--- src/rtl/pwm_reg_scheduler_if.sv ---
// pwm_reg_scheduler_if: I2C target register-access handshake (request held until one-cycle ack)
interface pwm_reg_scheduler_if;
    logic       req;
    logic       we;
    logic [7:0] addr;
    logic [7:0] wdata;
    logic       ack;
    logic [7:0] rdata;
    modport master (output req, we, addr, wdata, input ack, rdata);
    modport slave  (input req, we, addr, wdata, output ack, rdata);
endinterface

--- src/rtl/pwm_reg_scheduler.sv ---
// pwm_reg_scheduler: arbitrates the PWM register RAM port between I2C accesses and 4-byte channel refresh bursts
module pwm_reg_scheduler #(
    parameter int         NUM_CH    = 16,
    parameter logic [7:0] BASE_ADDR = 8'h06
) (
    input  logic                clk_i,
    input  logic                rst_ni,
    pwm_reg_scheduler_if.slave  i2c,
    input  logic                refresh_start_i,
    output logic                refresh_busy_o,
    output logic                ch_load_o,
    output logic [3:0]          ch_idx_o,
    output logic [12:0]         ch_on_o,
    output logic [12:0]         ch_off_o,
    output logic                ram_en_o,
    output logic                ram_we_o,
    output logic [7:0]          ram_addr_o,
    output logic [7:0]          ram_wdata_o,
    input  logic [7:0]          ram_rdata_i
);
    // REF_Bk encodes the burst byte index in its low two bits; all non-arbitrating states advance by +1
    typedef enum logic [2:0] {
        IDLE       = 3'd0,
        I2C_WR     = 3'd1,
        I2C_RD     = 3'd2,
        I2C_RD_CAP = 3'd3,
        REF_B0     = 3'd4,
        REF_B1     = 3'd5,
        REF_B2     = 3'd6,
        REF_B3     = 3'd7
    } state_e;

    state_e      st_q, st_d;
    logic        lg_q, lg_d;
    logic [3:0]  cnt_q, cnt_d;
    logic        more_q, more_d;
    logic        scan_q, scan_d;
    logic        ram_en_q, ram_en_d, ram_we_q, ram_we_d;
    logic [7:0]  ram_addr_q, ram_addr_d, ram_wdata_q, ram_wdata_d;
    logic        tag_v_q;
    logic [1:0]  tag_b_q;
    logic [3:0]  tag_idx_q;
    logic [7:0]  on_l_q, off_l_q;
    logic [4:0]  on_h_q;
    logic        ch_load_q;
    logic [3:0]  ch_idx_q;
    logic [12:0] ch_on_q, ch_off_q;
    logic        ack_q;
    logic [7:0]  rdata_q;

    logic last_ch, in_ack, arb, i2c_cand, new_scan, ref_cand, pick_i2c, pick_ref;

    assign last_ch  = cnt_q == 4'(NUM_CH - 1);
    assign in_ack   = st_q == I2C_WR || st_q == I2C_RD_CAP;
    assign arb      = st_q == IDLE || in_ack || st_q == REF_B3;
    assign i2c_cand = i2c.req && !in_ack;
    assign new_scan = refresh_start_i && !scan_q;
    assign ref_cand = (more_q && !(st_q == REF_B3 && last_ch)) || new_scan;
    assign pick_i2c = i2c_cand && (!ref_cand || !lg_q);
    assign pick_ref = ref_cand && !pick_i2c;

    // Next state, grant flag, scan bookkeeping and the registered RAM command for the next cycle
    always_comb begin
        st_d        = arb ? (pick_i2c ? (i2c.we ? I2C_WR : I2C_RD) : pick_ref ? REF_B0 : IDLE)
                          : state_e'(st_q + 3'd1);
        lg_d        = arb && (pick_i2c || pick_ref) ? pick_i2c : lg_q;
        cnt_d       = st_q == REF_B3 ? (last_ch ? 4'd0 : cnt_q + 4'd1) : cnt_q;
        more_d      = new_scan || (more_q && !(st_q == REF_B3 && last_ch));
        scan_d      = scan_q ? !(ch_load_q && ch_idx_q == 4'(NUM_CH - 1)) : refresh_start_i;
        ram_en_d    = st_d != IDLE && st_d != I2C_RD_CAP;
        ram_we_d    = st_d == I2C_WR;
        ram_addr_d  = st_d[2] ? BASE_ADDR + {2'b00, cnt_d, 2'b00} + {6'd0, st_d[1:0]} : i2c.addr;
        ram_wdata_d = st_d == I2C_WR ? i2c.wdata : 8'd0;
    end

    // Control state and RAM command registers
    always_ff @(posedge clk_i or negedge rst_ni) begin
        if (!rst_ni) begin
            st_q        <= IDLE;
            lg_q        <= 1'b0;
            cnt_q       <= 4'd0;
            more_q      <= 1'b0;
            scan_q      <= 1'b0;
            ram_en_q    <= 1'b0;
            ram_we_q    <= 1'b0;
            ram_addr_q  <= 8'd0;
            ram_wdata_q <= 8'd0;
        end else begin
            st_q        <= st_d;
            lg_q        <= lg_d;
            cnt_q       <= cnt_d;
            more_q      <= more_d;
            scan_q      <= scan_d;
            ram_en_q    <= ram_en_d;
            ram_we_q    <= ram_we_d;
            ram_addr_q  <= ram_addr_d;
            ram_wdata_q <= ram_wdata_d;
        end
    end

    // Capture read data one cycle after each strobe; assemble and publish a channel after its OFF_H byte
    always_ff @(posedge clk_i or negedge rst_ni) begin
        if (!rst_ni) begin
            tag_v_q   <= 1'b0;
            tag_b_q   <= 2'd0;
            tag_idx_q <= 4'd0;
            on_l_q    <= 8'd0;
            on_h_q    <= 5'd0;
            off_l_q   <= 8'd0;
            ch_load_q <= 1'b0;
            ch_idx_q  <= 4'd0;
            ch_on_q   <= 13'd0;
            ch_off_q  <= 13'd0;
            ack_q     <= 1'b0;
            rdata_q   <= 8'd0;
        end else begin
            tag_v_q   <= st_q[2];
            tag_b_q   <= st_q[1:0];
            tag_idx_q <= cnt_q;
            if (tag_v_q && tag_b_q == 2'd0) on_l_q <= ram_rdata_i;
            if (tag_v_q && tag_b_q == 2'd1) on_h_q <= ram_rdata_i[4:0];
            if (tag_v_q && tag_b_q == 2'd2) off_l_q <= ram_rdata_i;
            ch_load_q <= tag_v_q && tag_b_q == 2'd3;
            if (tag_v_q && tag_b_q == 2'd3) begin
                ch_idx_q <= tag_idx_q;
                ch_on_q  <= {on_h_q, on_l_q};
                ch_off_q <= {ram_rdata_i[4:0], off_l_q};
            end
            ack_q <= in_ack;
            if (st_q == I2C_RD_CAP) rdata_q <= ram_rdata_i;
        end
    end

    assign refresh_busy_o = scan_q;
    assign ch_load_o      = ch_load_q;
    assign ch_idx_o       = ch_idx_q;
    assign ch_on_o        = ch_on_q;
    assign ch_off_o       = ch_off_q;
    assign ram_en_o       = ram_en_q;
    assign ram_we_o       = ram_we_q;
    assign ram_addr_o     = ram_addr_q;
    assign ram_wdata_o    = ram_wdata_q;
    assign i2c.ack        = ack_q;
    assign i2c.rdata      = rdata_q;
endmodule

--- src/flat_wrapper.sv ---
// flat-port wrapper written by rule: the top's interface ports become plain ports
module pwm_reg_scheduler_flat 
#(
    parameter int         NUM_CH    = 16,
    parameter logic [7:0] BASE_ADDR = 8'h06
)
  (clk_i, rst_ni, refresh_start_i, refresh_busy_o, ch_load_o, ch_idx_o, ch_on_o, ch_off_o, ram_en_o, ram_we_o, ram_addr_o, ram_wdata_o, ram_rdata_i, i2c_req, i2c_we, i2c_addr, i2c_wdata, i2c_ack, i2c_rdata);
  pwm_reg_scheduler_if i2c_i ();
  input  logic clk_i;
  input  logic rst_ni;
  input  logic refresh_start_i;
  output logic refresh_busy_o;
  output logic ch_load_o;
  output logic [3:0] ch_idx_o;
  output logic [12:0] ch_on_o;
  output logic [12:0] ch_off_o;
  output logic ram_en_o;
  output logic ram_we_o;
  output logic [7:0] ram_addr_o;
  output logic [7:0] ram_wdata_o;
  input  logic [7:0] ram_rdata_i;
  input wire logic [$bits(i2c_i.req)-1:0] i2c_req;
  input wire logic [$bits(i2c_i.we)-1:0] i2c_we;
  input wire logic [$bits(i2c_i.addr)-1:0] i2c_addr;
  input wire logic [$bits(i2c_i.wdata)-1:0] i2c_wdata;
  output wire logic [$bits(i2c_i.ack)-1:0] i2c_ack;
  output wire logic [$bits(i2c_i.rdata)-1:0] i2c_rdata;
  assign i2c_i.req = i2c_req;
  assign i2c_i.we = i2c_we;
  assign i2c_i.addr = i2c_addr;
  assign i2c_i.wdata = i2c_wdata;
  assign i2c_ack = i2c_i.ack;
  assign i2c_rdata = i2c_i.rdata;
  pwm_reg_scheduler #(.NUM_CH(NUM_CH), .BASE_ADDR(BASE_ADDR)) u_core (.clk_i(clk_i), .rst_ni(rst_ni), .i2c(i2c_i), .refresh_start_i(refresh_start_i), .refresh_busy_o(refresh_busy_o), .ch_load_o(ch_load_o), .ch_idx_o(ch_idx_o), .ch_on_o(ch_on_o), .ch_off_o(ch_off_o), .ram_en_o(ram_en_o), .ram_we_o(ram_we_o), .ram_addr_o(ram_addr_o), .ram_wdata_o(ram_wdata_o), .ram_rdata_i(ram_rdata_i));
endmodule
--- config.mk ---
export PLATFORM = sky130hd
export DESIGN_NAME = pwm_reg_scheduler_flat
export DESIGN_NICKNAME = d
export VERILOG_FILES = /design/src/rtl/pwm_reg_scheduler_if.sv /design/src/rtl/pwm_reg_scheduler.sv /design/src/flat_wrapper.sv
export SDC_FILE = /design/constraint.sdc
export NUM_CORES = 1
export LEC_CHECK = 0
export CELL_PAD_IN_SITES_DETAIL_PLACEMENT = 0
export CELL_PAD_IN_SITES_GLOBAL_PLACEMENT = 1
export CORE_AREA = 3 3 101 103
export CTS_CLUSTER_SIZE = 20
export DETAILED_ROUTE_END_ITERATION = 10
export DIE_AREA = 0 0 104 106
export HOLD_SLACK_MARGIN = 0.05
export PLACE_DENSITY = 0.84
export SYNTH_ARGS = -nofsm -noshare
export SYNTH_HDL_FRONTEND = slang
export SYNTH_SLANG_ARGS = --single-unit
export TNS_END_PERCENT = 5
--- constraint.sdc ---
create_clock -name clk_i -period 2.9 [get_ports clk_i]
set_input_delay 0.58 -clock clk_i [delete_from_list [all_inputs] [get_ports clk_i]]
set_output_delay 0.58 -clock clk_i [all_outputs]
set_load 0.005 [all_outputs]
==> summary.txt, run 1 <==
Worst Setup Start Kind: register
CTS Root Cell: clkbuf_8
Main area contributors after synthesis: dfrtp_1, mux2_2, ha_1
Final Hold Violating Endpoints: 0
Post-DRT Antenna Nets: 0
Non-filler cells, final: 490
Die height: 106 um
Initial antenna violation count: 0
CP peak stage delay: 0.46 ns
Synth unique cells: 39
Syn avg cell area: 14.42 um2
Die X: 104 um
First-pass GRT wire length: 12.12 mm
Layout cell share with drive strength beyond 1: 0.2382
Core area: 9284 um2
Peak supply drop: 0.0004973 V
Worst path slowest cell: dfrtp_1
Detailed Route WL: 7.188 mm
RD Place Congestion: 0.7816
Critical path capture point type: register
Area Overhead vs Synth: 33.20%
Starting Density: 0.4039
DR iter-0 viols: 58
Synth Net Count: 295
Static leakage: 2.178 nW
Post-synth top flop: dfrtp_1
Design Area, Final: 4995 um2
TritonCTS buffer count: 9
RSZ-0062 raised after global routing: no
Final Util: 0.5380
EDFF count, synth: 0
Cell Count Post-Placement: 474
Fin crit period: 2.696 ns
CTS tree: built
Avg Vias per Cell: 4.759
Slew @ Worst Pin: 0.7265 ns
Port Buffers: 87
Vias: 2332
Synth area leader: dfrtp_1
Cell Rows: 35
WP data required: 3.19 ns
CTS Buffer Depth: 2
Crit path max fanout: 8
Slew margin rel.: 0.5135
CTS Sinks: 96
Area of the multi-input gates: 1295 um2
Placed Area: 4796 um2
Total grt overflow: 0
FF+latch area: 2404 um2
Slew Limit Fails: 0
#FFs+latches synth: 96
DRC viols: 0
Yosys warns: 0
Detail Placement HPWL: 5.001 mm
NumNets Final: 391
Seq/Total Area, Yosys: 0.6406
Die area: 11020 um2
Clk pin slew, worst setup/hold paths: 0.09 ns
Pin count of the biggest net entering global routing: 56
Setup TNS: 0 ns
Part of the cycle the worst path needs: 0.9295
Top-area cell type share of the netlist area: 0.6406
Fmax: 371.0 MHz
Setup CP Type: register to register
Status: finished, final reports clean
Final setup fails: 0
Critical Path Most Common Cell: ha_1
Layout fillers: 817
Cell Chain, Critical Path: ha_1, ha_1, xor2_1, nand2_1, inv_1, ha_1, xnor2_1, a2111oi_4, mux2i_1, o211a_1
Hold Buf Count CTS: 0
DR WL/cell: 14.67 um
Synth top cells by count: dfrtp_1, mux2_2, nand2_1
PD cells: 1047 nW/um2
Worst Skew: 0.007072 ns
R2R Setup Slk: 0.20 ns
Pre-antenna DRT Iters: 4
Clock Latency Late Sink: 0.35 ns
Max capacitance violation total: 0
Asr flop ratio synth: 1.000
CP arrival: 2.99 ns
Buf+Inv Stages, Crit Path: 1
Most common cell in the netlist: dfrtp_1
Vias in the first global route: 2444
Crit path max-delay family: adder cells
Syn Inst Count: 260
GRT Total Usage: 0.1378
Max H-tree Level: 3
Number of top-level pins: 88
Hold crit path type: primary input to async pin
Cell area after synthesis: 3750 um2
ANT cells: 0
==> cell type report <==
type | instances | share of cell area
Inverter | 9 | 0.006764
Multi-Input combinational cell | 150 | 0.2593
Clock inverter | 5 | 0.01127
Sequential cell | 96 | 0.4812
Tap cell | 129 | 0.03231
Clock buffer | 11 | 0.02831
Timing Repair Buffer | 90 | 0.1809
==> state kept, by name (all words and copies together) (netlist names), 2 cells and up <==
signal	flops
u_core.ch_off_o	13
u_core.ch_on_o	13
u_core.i2c.rdata	8
u_core.off_l_q	8
u_core.on_l_q	8
u_core.ram_addr_o	8
u_core.ram_wdata_o	8
u_core.on_h_q	5
u_core.ch_idx_o	4
u_core.cnt_q	4
u_core.tag_idx_q	4
u_core.st_q	3
u_core.tag_b_q	2
==> cells by family (layout without fill, tap and decap cells) <==
kind of cell	count (synthesis)	in the layout	share of synthesized area
buffers and inverters	14	115	0.01402
AND/OR/NAND/NOR	49	49	0.07241
adder cells (fa/ha/maj)	6	6	0.02002
XOR/XNOR	7	7	0.01635
flip-flops	96	96	0.6406
multiplexers	62	62	0.1855
AO/OA/AOI/OAI	26	26	0.05105
==> layer usage <==
metal	global-route usage	wire, um	up-vias
li1	-	-	1103
met2	0.2201	3419	76
met5	0	0	-
met4	0.05413	118	0
met3	0.03522	430	11
met1	0.1811	3220	1142
==> path summary, 6_finish.rpt <==
| check | startpoint | cells after the start | to |
|---|---|---|---|
| setup / recovery | u_core.st_q[0] | 10 | u_core.ram_addr_o[5] |
| hold / removal | rst_ni | 1 | u_core.ch_off_o[1] |
| setup reg to reg | u_core.st_q[0] | 10 | u_core.ram_addr_o[5] |
| hold reg to reg | u_core.cnt_q[3] | 0 | u_core.tag_idx_q[3] |
| max in group asynchronous | rst_ni | 2 | u_core.ch_on_o[8] |
| min in group clk_i | u_core.cnt_q[3] | 0 | u_core.tag_idx_q[3] |
==> where the power goes <==
group	switching [mW]	internal [mW]	leakage (nW)
Sequential	0.338	1.96	1.17
Combinational	0.784	1.29	0.909
Clock	0.441	0.421	0.0993
==> through the flow <==
step,hold slack (ns),setup slack (ns),power (mW)
5_1_grt,0.3174,0.009626,5.618
4_1_cts,0.2791,0.2022,5.315
2_1_floorplan,0.2844,0.4547,3.324
6_report,0.2686,0.2044,5.230
3_3_place_gp,0.4278,0.3246,4.376
3_5_place_dp,0.4318,0.2154,4.433
==> placed cells by master (no fill, tap or decap), types with 5 or more instances in the layout <==
cell type | netlist | final
a21oi_1 | 7 | 7
and2_1 | 10 | 10
clkbuf_8 | 0 | 10
clkdlybuf4s50_1 | 0 | 86
dfrtp_1 | 96 | 95
ha_1 | 6 | 6
inv_1 | 7 | 7
mux2_2 | 60 | 60
nand2_1 | 15 | 15
nor2_1 | 7 | 7
xor2_1 | 5 | 5
==> what timing repair did <==
action	CTS	global route
setup buffers	0	0
setup endpoints to repair	0	1
hold endpoints to repair	0	0
resized for setup	0	1
Power figures use the tool's default switching activity.
==> inputs of run 2 (changes only) <==
--- a/config.mk
+++ b/config.mk
@@ -12,7 +12,7 @@
 export DETAILED_ROUTE_END_ITERATION = 10
 export DIE_AREA = 0 0 104 106
 export HOLD_SLACK_MARGIN = 0.05
-export PLACE_DENSITY = 0.84
+export PLACE_DENSITY_LB_ADDON = 0.1
 export SYNTH_ARGS = -nofsm -noshare
 export SYNTH_HDL_FRONTEND = slang
 export SYNTH_SLANG_ARGS = --single-unit
==> run 2 against run 1 <==
  * Combinational power about the same
  * Global-route usage shrank 0.15 points
  * Count of clock-buffer cells in the layout is 2 lower
  * Largest cell class unchanged
  * Final cell count is the same
  * Critical path depth stayed put
  * Via count decreased by 0.30%
  * Sequential power about the same
  * First-iteration DRC count fell by 3.4%
  * Maximum frequency increased by 0.50%
  * Total power is 4.8% higher
  * Worst hold slack got worse by 0.016 ns
==> summary.txt, run 2 (synthesized netlist as in run 1, its figures left out) <==
Core area: 9284 um2 (unchanged)
Area Overhead vs Synth: 35.00%
Final WS setup: 0.2179 ns (+0.01349 ns)
Vias: 2325 (-0.30%)
FF-to-FF End: u_core.ram_addr_o[5]
Most common cell after layout, fill and taps aside: dfrtp_1
Peak supply drop: 0.0004122 V (-17%)
NumNets Final: 391 (unchanged)
Clk pin slew, worst setup/hold paths: 0.10 ns (about the same)
Pwr Total: 5.480 mW (+4.8%)
Number of top-level pins: 88 (unchanged)
RD Place Congestion: 0.7606 (-2.7%)
Vias in the first global route: 2462 (+0.74%)
Clock Latency Late Sink: 0.36 ns (about the same)
CTS Sinks: 96 (unchanged)
Pre-CTS setup slack: 0.2285 ns (+0.01303 ns)
Top Metal Used: met4
ANT cells: 0 (unchanged)
Die X: 104 um (unchanged)
Final setup fails: 0 (unchanged)
Worst Skew: 0.01021 ns (+0.003142 ns)
Status: finished, final reports clean
Fin crit period: 2.682 ns (-0.01349 ns)
DRC viols: 0 (unchanged)
Metal2 WL: 3.443 mm (+0.70%)
Slew margin rel.: 0.5258 (+0.01223)
Crit path launch: u_core.st_q[1]
Post-DRT Antenna Nets: 0 (unchanged)
RSZ-0062 raised after global routing: no
Cell Count Post-Placement: 474 (unchanged)
First-pass GRT wire length: 12.11 mm (about the same)
R2R Setup Slk: 0.22 ns (about the same)
Clock Power Share: 0.206 (+0.041)
Starting Density: 0.4039 (unchanged)
Met3 WL: 465 um (+8.1%)
Part of the cycle the worst path needs: 0.9249 (-0.004652)
Placed Area: 4796 um2 (unchanged)
Setup CP Type: register to register
Commonest non-fill, non-tap cells in the layout: dfrtp_1, clkdlybuf4s50_1, mux2_2
Layout fillers: 815 (-0.24%)
CTS Root Cell: clkbuf_8
CTS Buffer Depth: 2 (unchanged)
Final Hold Violating Endpoints: 0 (unchanged)
TritonCTS buffer count: 9 (unchanged)
Setup TNS: 0 ns (unchanged)
Final Util: 0.5453 (+0.007278)
Hold_ws: 0.2524 ns (-0.01620 ns)
End of the critical path: u_core.ram_addr_o[5]
Static leakage: 2.214 nW (+1.6%)
Sw Ratio: 0.2873 (-0.01162)
Pre-antenna DRT Iters: 4 (unchanged)
DR iter-0 viols: 56 (-3.4%)
Internal power: 3.906 mW (+6.5%)
Total grt overflow: 0 (unchanged)
CP arrival: 2.98 ns (about the same)
Area of the multi-input gates: 1295 um2 (unchanged)
Pin count of the biggest net entering global routing: 56 (unchanged)
Combinational share of power: 0.378 (-0.019)
Slew Limit Fails: 0 (unchanged)
CTS tree: built
Slew @ Worst Pin: 0.7082 ns (-0.01826 ns)
Detail Placement HPWL: 4.925 mm (-1.5%)
Post-CTS Setup Inserts: 0 (unchanged)
Hold Buf Count CTS: 0 (unchanged)
Psw: 1.575 mW (+0.72%)
Fmax: 372.8 MHz (+0.50%)
Worst r2r src: u_core.st_q[1]
Design Area, Final: 5062 um2 (+1.4%)
DR WL/cell: 14.66 um (about the same)
Metal-1 WL: 3.198 mm (-0.68%)
Worst Setup Start Kind: register
Initial antenna violation count: 0 (unchanged)
CTS resizes: 0 (unchanged)
PD cells: 1083 nW/um2 (+3.4%)
Die area: 11020 um2 (unchanged)
Non-filler cells, final: 490 (unchanged)
WP data required: 3.19 ns (about the same)
Die height: 106 um (unchanged)
Cell Rows: 35 (unchanged)
Detailed Route WL: 7.181 mm (about the same)
FF+latch area: 2402 um2 (about the same)
Port Buffers: 87 (unchanged)
Crit path max fanout: 9 (+1)
Avg Vias per Cell: 4.745 (-0.30%)
Hold crit path type: primary input to async pin
GRT Total Usage: 0.1363 (-0.001541)
Layout cell share with drive strength beyond 1: 0.2382 (unchanged)
Max H-tree Level: 3 (unchanged)
Critical path capture point type: register
Worst r2r path cells: 10 (unchanged)
Sequential power share: 0.417 (-0.021)
Max capacitance violation total: 0 (unchanged)
## run 2: cell types whose count changed in the layout (fill, tap and decap cells not counted), sizes merged
cell / previous run / this run
clkinv: 3 / 2
clkinvlp: 1 / 0
inv: 9 / 10
clkbuf: 11 / 9
bufinv: 1 / 4
## run 2: power groups by stage
| stage | sequential [mW] | clock [mW] | combinational [mW] |
|---|---|---|---|
| 6_report | 2.28 | 1.13 | 2.07 |
| 3_3_place_gp | 2.31 | 0 | 2.09 |
| 5_1_grt | 2.38 | 1.21 | 2.27 |
| 4_1_cts | 2.30 | 1.17 | 2.12 |
| 2_1_floorplan | 2.29 | 0 | 1.03 |
| 3_5_place_dp | 2.32 | 0 | 2.11 |
## run 2: area by class of cell
class / instances / area share
sequential: 96 / 0.4745
tap: 129 / 0.03188
timing repair buffer: 90 / 0.1784
clock inverter: 7 / 0.02818
clock buffer: 9 / 0.02447
inverter: 9 / 0.006673
multi-input combinational: 150 / 0.2558
## run 2: metal layers
layer  track usage  vias up
met5             0        -
met4       0.05128        0
met3       0.04129        6
met2        0.2261       69
met1        0.1685     1146
li1              -     1104
## run 2: worst max-delay path, stage by stage (launching register included)
cell	delay [ns]
dfrtp_1	0.47
ha_1	0.24
ha_1	0.25
xor2_1	0.16
nand2_1	0.17
inv_1	0.14
ha_1	0.28
xnor2_1	0.20
a2111oi_4	0.35
mux2i_1	0.22
o211a_1	0.16
## run 2: worst min path at each step
stage                                from             endpoint
after global placement    u_core.cnt_q[3]  u_core.tag_idx_q[3]
after CTS                          rst_ni   u_core.ch_off_o[2]
after global routing               rst_ni   u_core.ch_off_o[2]
after floorplan                    rst_ni   u_core.ch_idx_o[0]
final                              rst_ni   u_core.ch_off_o[2]
after detailed placement  u_core.cnt_q[1]  u_core.tag_idx_q[1]
